<file path="src/rtl/mem_arbiter_pkg.sv">
// Shared types and constants for the two-master memory arbiter.
package mem_arbiter_pkg;

  typedef enum logic [1:0] {
    IDLE   = 2'd0,
    BUSY_A = 2'd1,
    BUSY_B = 2'd2,
    GAP    = 2'd3
  } state_t;

  localparam logic GRANT_A = 1'b0;
  localparam logic GRANT_B = 1'b1;

endpackage

</file>
<file path="src/rtl/mem_arbiter_if.sv">
// Bus bundle between the two masters, the arbiter and the memory port.
// master: the arbiter's view (it drives the memory request side).
// slave:  the surrounding system's view (masters and memory).
interface mem_arbiter_if #(
  parameter int unsigned WIDTH = 32
);

  logic             i_pa_request;
  logic             i_pa_rw;
  logic [31:0]      i_pa_address;
  logic [WIDTH-1:0] i_pa_wdata;
  logic [WIDTH-1:0] o_pa_rdata;
  logic             o_pa_ready;
  logic             o_pa_valid;

  logic             i_pb_request;
  logic             i_pb_rw;
  logic [31:0]      i_pb_address;
  logic [WIDTH-1:0] i_pb_wdata;
  logic [WIDTH-1:0] o_pb_rdata;
  logic             o_pb_ready;
  logic             o_pb_valid;

  logic             o_request;
  logic             o_rw;
  logic [31:0]      o_address;
  logic [WIDTH-1:0] o_wdata;
  logic [WIDTH-1:0] i_rdata;
  logic             i_ready;
  logic             i_valid;
  logic             o_timeout;

  modport master (
    input  i_pa_request, i_pa_rw, i_pa_address, i_pa_wdata,
    input  i_pb_request, i_pb_rw, i_pb_address, i_pb_wdata,
    output o_pa_rdata, o_pa_ready, o_pa_valid,
    output o_pb_rdata, o_pb_ready, o_pb_valid,
    output o_request, o_rw, o_address, o_wdata, o_timeout,
    input  i_rdata, i_ready, i_valid
  );

  modport slave (
    output i_pa_request, i_pa_rw, i_pa_address, i_pa_wdata,
    output i_pb_request, i_pb_rw, i_pb_address, i_pb_wdata,
    input  o_pa_rdata, o_pa_ready, o_pa_valid,
    input  o_pb_rdata, o_pb_ready, o_pb_valid,
    input  o_request, o_rw, o_address, o_wdata, o_timeout,
    output i_rdata, i_ready, i_valid
  );

endinterface

</file>
<file path="src/rtl/mem_arbiter_timeout_counter.sv">
// Counts stalled cycles of a granted access; expired marks the last allowed one.
module mem_arbiter_timeout_counter #(
  parameter int unsigned LIMIT = 1024
) (
  input  logic i_clock,
  input  logic i_reset_n,
  input  logic clear,
  input  logic enable,
  output logic expired
);

  localparam logic [15:0] LAST = (LIMIT == 0) ? 16'd0 : 16'(LIMIT - 1);

  logic [15:0] count;

  // Stall counter, cleared whenever no access is in flight
  always_ff @(posedge i_clock or negedge i_reset_n) begin
    if (!i_reset_n) begin
      count <= '0;
    end else if (clear) begin
      count <= '0;
    end else if (enable) begin
      count <= count + 16'd1;
    end
  end

  // A LIMIT of zero disables expiry entirely
  assign expired = (LIMIT != 0) && (count == LAST);

endmodule

</file>
<file path="src/rtl/mem_arbiter.sv">
// Round-robin arbiter for two request/ready masters onto one latency memory port.
module mem_arbiter
  import mem_arbiter_pkg::*;
#(
  parameter int unsigned WIDTH   = 32,
  parameter int unsigned TIMEOUT = 1024
) (
  input  logic          i_clock,
  input  logic          i_reset_n,
  mem_arbiter_if.master bus
);

  state_t           state;
  state_t           state_nxt;
  logic             last_grant;
  logic             last_grant_nxt;
  logic             sel_b;
  logic             busy;
  logic             owner_req;
  logic             expired;
  logic             expire_hit;
  logic [WIDTH-1:0] wdata_mux;

  assign sel_b     = (state == BUSY_B);
  assign busy      = (state == BUSY_A) || (state == BUSY_B);
  assign owner_req = sel_b ? bus.i_pb_request : bus.i_pa_request;
  // A completion on the expiry cycle wins; an aborted request never times out
  assign expire_hit = busy && owner_req && !bus.i_ready && expired;

  mem_arbiter_timeout_counter #(
    .LIMIT (TIMEOUT)
  ) u_timeout (
    .i_clock   (i_clock),
    .i_reset_n (i_reset_n),
    .clear     (!busy),
    .enable    (busy && !bus.i_ready),
    .expired   (expired)
  );

  // State and round-robin history registers
  always_ff @(posedge i_clock or negedge i_reset_n) begin
    if (!i_reset_n) begin
      state      <= IDLE;
      last_grant <= GRANT_B;
    end else begin
      state      <= state_nxt;
      last_grant <= last_grant_nxt;
    end
  end

  // Grant decision and transaction sequencing
  always_comb begin
    state_nxt      = state;
    last_grant_nxt = last_grant;
    case (state)
      IDLE: begin
        if (bus.i_pa_request && (!bus.i_pb_request || last_grant == GRANT_B)) begin
          state_nxt      = BUSY_A;
          last_grant_nxt = GRANT_A;
        end else if (bus.i_pb_request) begin
          state_nxt      = BUSY_B;
          last_grant_nxt = GRANT_B;
        end
      end
      BUSY_A: begin
        if (!bus.i_pa_request || bus.i_ready || expired) state_nxt = GAP;
      end
      BUSY_B: begin
        if (!bus.i_pb_request || bus.i_ready || expired) state_nxt = GAP;
      end
      GAP:     state_nxt = IDLE;
      default: state_nxt = IDLE;
    endcase
  end

  assign wdata_mux     = sel_b ? bus.i_pb_wdata : bus.i_pa_wdata;
  assign bus.o_request = busy;
  assign bus.o_rw      = sel_b ? bus.i_pb_rw : bus.i_pa_rw;
  assign bus.o_address = sel_b ? bus.i_pb_address : bus.i_pa_address;
  assign bus.o_wdata   = wdata_mux;

  assign bus.o_pa_rdata = bus.i_rdata;
  assign bus.o_pb_rdata = bus.i_rdata;

  assign bus.o_pa_ready = (state == BUSY_A) && bus.i_pa_request && (bus.i_ready || expired);
  assign bus.o_pb_ready = (state == BUSY_B) && bus.i_pb_request && (bus.i_ready || expired);
  assign bus.o_pa_valid = (state != BUSY_A) || (bus.i_valid && !expire_hit);
  assign bus.o_pb_valid = (state != BUSY_B) || (bus.i_valid && !expire_hit);
  assign bus.o_timeout  = expire_hit;

endmodule

</file>
<file path="src/flat_wrapper.sv">
// flat-port wrapper written by rule: the top's interface ports become plain ports
module mem_arbiter_flat import mem_arbiter_pkg::*;
#(
  parameter int unsigned WIDTH   = 32,
  parameter int unsigned TIMEOUT = 1024
)
  (i_clock, i_reset_n, bus_i_pa_request, bus_i_pa_rw, bus_i_pa_address, bus_i_pa_wdata, bus_i_pb_request, bus_i_pb_rw, bus_i_pb_address, bus_i_pb_wdata, bus_o_pa_rdata, bus_o_pa_ready, bus_o_pa_valid, bus_o_pb_rdata, bus_o_pb_ready, bus_o_pb_valid, bus_o_request, bus_o_rw, bus_o_address, bus_o_wdata, bus_o_timeout, bus_i_rdata, bus_i_ready, bus_i_valid);
  mem_arbiter_if #(.WIDTH(WIDTH)) bus_i ();
  input  logic i_clock;
  input  logic i_reset_n;
  input wire logic [$bits(bus_i.i_pa_request)-1:0] bus_i_pa_request;
  input wire logic [$bits(bus_i.i_pa_rw)-1:0] bus_i_pa_rw;
  input wire logic [$bits(bus_i.i_pa_address)-1:0] bus_i_pa_address;
  input wire logic [$bits(bus_i.i_pa_wdata)-1:0] bus_i_pa_wdata;
  input wire logic [$bits(bus_i.i_pb_request)-1:0] bus_i_pb_request;
  input wire logic [$bits(bus_i.i_pb_rw)-1:0] bus_i_pb_rw;
  input wire logic [$bits(bus_i.i_pb_address)-1:0] bus_i_pb_address;
  input wire logic [$bits(bus_i.i_pb_wdata)-1:0] bus_i_pb_wdata;
  output wire logic [$bits(bus_i.o_pa_rdata)-1:0] bus_o_pa_rdata;
  output wire logic [$bits(bus_i.o_pa_ready)-1:0] bus_o_pa_ready;
  output wire logic [$bits(bus_i.o_pa_valid)-1:0] bus_o_pa_valid;
  output wire logic [$bits(bus_i.o_pb_rdata)-1:0] bus_o_pb_rdata;
  output wire logic [$bits(bus_i.o_pb_ready)-1:0] bus_o_pb_ready;
  output wire logic [$bits(bus_i.o_pb_valid)-1:0] bus_o_pb_valid;
  output wire logic [$bits(bus_i.o_request)-1:0] bus_o_request;
  output wire logic [$bits(bus_i.o_rw)-1:0] bus_o_rw;
  output wire logic [$bits(bus_i.o_address)-1:0] bus_o_address;
  output wire logic [$bits(bus_i.o_wdata)-1:0] bus_o_wdata;
  output wire logic [$bits(bus_i.o_timeout)-1:0] bus_o_timeout;
  input wire logic [$bits(bus_i.i_rdata)-1:0] bus_i_rdata;
  input wire logic [$bits(bus_i.i_ready)-1:0] bus_i_ready;
  input wire logic [$bits(bus_i.i_valid)-1:0] bus_i_valid;
  assign bus_i.i_pa_request = bus_i_pa_request;
  assign bus_i.i_pa_rw = bus_i_pa_rw;
  assign bus_i.i_pa_address = bus_i_pa_address;
  assign bus_i.i_pa_wdata = bus_i_pa_wdata;
  assign bus_i.i_pb_request = bus_i_pb_request;
  assign bus_i.i_pb_rw = bus_i_pb_rw;
  assign bus_i.i_pb_address = bus_i_pb_address;
  assign bus_i.i_pb_wdata = bus_i_pb_wdata;
  assign bus_o_pa_rdata = bus_i.o_pa_rdata;
  assign bus_o_pa_ready = bus_i.o_pa_ready;
  assign bus_o_pa_valid = bus_i.o_pa_valid;
  assign bus_o_pb_rdata = bus_i.o_pb_rdata;
  assign bus_o_pb_ready = bus_i.o_pb_ready;
  assign bus_o_pb_valid = bus_i.o_pb_valid;
  assign bus_o_request = bus_i.o_request;
  assign bus_o_rw = bus_i.o_rw;
  assign bus_o_address = bus_i.o_address;
  assign bus_o_wdata = bus_i.o_wdata;
  assign bus_o_timeout = bus_i.o_timeout;
  assign bus_i.i_rdata = bus_i_rdata;
  assign bus_i.i_ready = bus_i_ready;
  assign bus_i.i_valid = bus_i_valid;
  mem_arbiter #(.WIDTH(WIDTH), .TIMEOUT(TIMEOUT)) u_core (.i_clock(i_clock), .i_reset_n(i_reset_n), .bus(bus_i));
endmodule
</file>
<file path="config.mk">
export PLATFORM = sky130hd
export DESIGN_NAME = mem_arbiter_flat
export DESIGN_NICKNAME = d
export VERILOG_FILES = /design/src/rtl/mem_arbiter_pkg.sv /design/src/rtl/mem_arbiter_if.sv /design/src/rtl/mem_arbiter_timeout_counter.sv /design/src/rtl/mem_arbiter.sv /design/src/flat_wrapper.sv
export SDC_FILE = /design/constraint.sdc
export NUM_CORES = 1
export LEC_CHECK = 0
export BUFFER_PORTS_ARGS = -buffer_cell sky130_fd_sc_hd__buf_2
export CAP_MARGIN = 10
export CORE_AREA = 2 2 118 120
export CTS_CLUSTER_SIZE = 24
export DETAILED_ROUTE_END_ITERATION = 10
export DIE_AREA = 0 0 120 122
export GPL_ROUTABILITY_DRIVEN = 0
export PLACE_DENSITY = 0.48
export RECOVER_POWER = 50
export SYNTH_ARGS = -nofsm -noshare
export SYNTH_HDL_FRONTEND = slang
export SYNTH_SLANG_ARGS = --single-unit
</file>
<file path="constraint.sdc">
create_clock -name i_clock -period 1.8 [get_ports i_clock]
set_clock_uncertainty 0.2 [all_clocks]
set_input_delay 0.09 -clock i_clock [delete_from_list [all_inputs] [get_ports i_clock]]
set_output_delay 0.09 -clock i_clock [all_outputs]
set_load 0.05 [all_outputs]
</file>
==> results.toml <==
[synth]
syn_inst = 261
yosysSeqAreaShare_pct = 19.5
synth_xor_area_share_pct = 3.23
yosys_warnings = 0
syn_avg_cell_area_um2 = 9.35
synth_top_family_by_area = "multiplexers"
synth_compound_area_share_pct = 5.84
synthAdderAreaFrac_pct = 2.56
synthSimpleGateAreaFrac_pct = 14.0
muxShareOfSynthArea_pct = 31.7
yosys_register_bits = 19
syn-num-nets = 434
ys_types = 38
synthesis.area_um2 = 2440

[setup_path]
critPathRequiredTime_ps = 1510
path_buf_inv = 3
cp-end-kind = "output port"
slowest_stage = "dfrtp_1"
criticalPathCategory = "reg2out"
worst_setup_path_start_kind = "register"
path_cells = "nor4_2 > nand4bb_1 > buf_6 > o41ai_4 > buf_4 > nand2_4 > buf_8"
slowest_delay_ps = 390
worstPathMaxFanout = 3
cp_data_arrival_time_ps = 1850
critPathTopFamily = "buffers and inverters"

[timing]
finalCritPeriodShare_pct = 119
rsz0062_at_grt = "yes"
hold_viol = 0
drv_slew = 0
fin_setup_tns_ps = -17650
maxClockFrequency_mhz = 468
setup_ws_ps = -336
setup_viol = 78
min_period_ps = 2140
tightest_slew_ps = 1210
whs_ps = 136
maxSlewHeadroom_pct = 18.8

[global_route]
grt_start_max_net_pins = 20
grt_pass1_vias = 3033
busiest_layer = "met2"
grtUsageMet1_pct = 21.9
grt_pass1_wl_mm = 18.9
antenna_found_initial = 0
met2_usage_pct = 26.3
grt_overflow = 0
grt_usage_pct = 17.5
use_met3_pct = 11.1

[floorplanning]
die_h_um = 122
core_area_um2 = 13500
start_util_pct = 18.1
rows = 43
die_area_um2 = 14600
die_w_um = 120
ios = 303

[hold_path]
holdCritPathClass = "in2reg"

[power_and_ir_drop]
p_total_mw = 9.20
power.density_nw_per_um2 = 1730
p_leak_nw = 2.70
ir_drop_mv = 1.06

[route]
drc = 0
drt_pass1_iterations = 4
routed_wl_mm = 14.2
vias_per_cell = 4.24
post_drt_wl_per_cell_um = 21.1
vias = 2840
drtIter0Drc = 119
postRouteAntennaNets = 0

[finish]
final_cell_mix = "buf_2 (134), mux2_4 (66), buf_8 (45)"
nets = 664
mostFrequentLayoutCell = "buf_2"
final_core_util_pct = 39.4
num_antenna_cells = 0
area_growth_syn_to_layout_pct = 118
drive_above_1_share_pct = 74.1
fin_area_um2 = 5320
final_cells = 670

[clock_tree]
clk_path_buf_depth = 2
clk_latency_ps = 250
cts-buffers-inserted = 3
ctsHtreeMaxLevel = 1
root_buffer = "clkbuf_16"
clock_sinks = 19
path_clk_slew_ps = 60
cts_tree = "done"

[placed_design]
port_buffers = 206
dp_cells = 613
place_ws_ps = -166
dpl.hpwl_mm = 10.6
dpl_cell_area_um2 = 3760

[status]
violations = "negative setup slack"
status = "finished, violations left"

[run]
maxCapViolCount = 0
-- Yosys cell counts --
library cell / count / area, µm²
nor3b_1: 2 / 15.0
and3_1: 3 / 18.8
a21boi_1: 2 / 15.0
mux2i_1: 3 / 30.0
nand4bb_1: 1 / 11.3
xnor2_1: 3 / 26.3
nor4_2: 2 / 25.0
mux2_2: 66 / 743
nand2b_1: 3 / 18.8
a22o_1: 1 / 8.76
o21ai_0: 2 / 10.0
nand2_1: 10 / 37.5
nor2_1: 5 / 18.8
a21bo_2: 1 / 10.0
nand3_1: 5 / 25.0
a31oi_1: 2 / 12.5
ha_1: 5 / 62.6
o41ai_2: 1 / 16.3
clkbuf_1: 4 / 15.0
nand4_2: 1 / 12.5
nand4_1: 1 / 6.26
nor3_1: 3 / 15.0
nor2b_1: 3 / 18.8
a31o_1: 1 / 8.76
o21a_1: 3 / 22.5
a21oi_1: 4 / 20.0
buf_4: 64 / 480
or3_1: 2 / 12.5
dfstp_2: 1 / 26.3
nor4b_1: 3 / 26.3
nor4_1: 5 / 31.3
buf_2: 10 / 50.1
dfrtp_1: 18 / 450
and2_1: 8 / 50.1
a311o_1: 1 / 10.0
inv_1: 5 / 18.8
xor2_1: 6 / 52.6
o32ai_1: 1 / 8.76
-- cells by family (layout without fill, tap and decap cells) --
family | after synthesis | after routing
flops | 19 | 19
buf+inv | 83 | 312
fa+ha+maj | 5 | 5
mux | 69 | 69
compound gates | 19 | 19
simple gates | 57 | 57
xor+xnor | 9 | 9
-- final cells by class --
class	count	area, µm²
Clock inverter	1	7.51
Timing Repair Buffer	303	2700
Inverter	5	21.3
Clock buffer	3	75.1
Fill cell	1302	8190
Tap cell	180	225
Multi-Input combinational cell	159	1810
Sequential cell	19	477
-- metal layers --
layer,wire length [µm],vias to the layer above
met2,6270,168
met1,5550,1354
li1,-,1306
met3,2210,12
met4,134,0
met5,0,-
-- flip-flops by register name, summed over array words and instances (netlist names) --
register,cells
u_core.u_timeout.count,16
u_core.last_grant,1
u_core.state,2
-- timing repair --
item                                    in CTS  in global routing
pin swaps                                    3                  5
buffers inserted                            13                  3
hold buffers                                35                  0
endpoints found under the setup margin      78                 82
endpoints found under the hold margin       84                  0
cloned                                       4                  1
gates resized for setup                    215                 47
-- power breakdown --
group          internal [mW]  switching [mW]  leakage [nW]
logic                   3.79            4.39          2.40
clock network          0.301           0.180        0.0371
registers              0.495          0.0414         0.256
-- path summary, 6_finish.rpt --
| check | start | end | slack (ps) | cells past startpoint |
|---|---|---|---|---|
| min reg2reg | u_core.last_grant | u_core.last_grant | 340 | 2 |
| min in group asynchronous | i_reset_n | u_core.u_timeout.count[12] | 380 | 2 |
| max | u_core.u_timeout.count[11] | bus_o_pb_valid | -340 | 7 |
| max reg2reg | u_core.state[0] | u_core.state[1] | -220 | 7 |
| max in group asynchronous | i_reset_n | u_core.u_timeout.count[2] | 330 | 2 |
| min | bus_i_ready | u_core.u_timeout.count[4] | 140 | 3 |
-- worst reg2reg max path: cells and delay by family (launching register included) --
family	cells	cell delay (ps)
compound gates	3	700
fa+ha+maj	1	200
flops	1	390
buf+inv	3	410
Note: power is estimated with default switching activity, not from simulation.
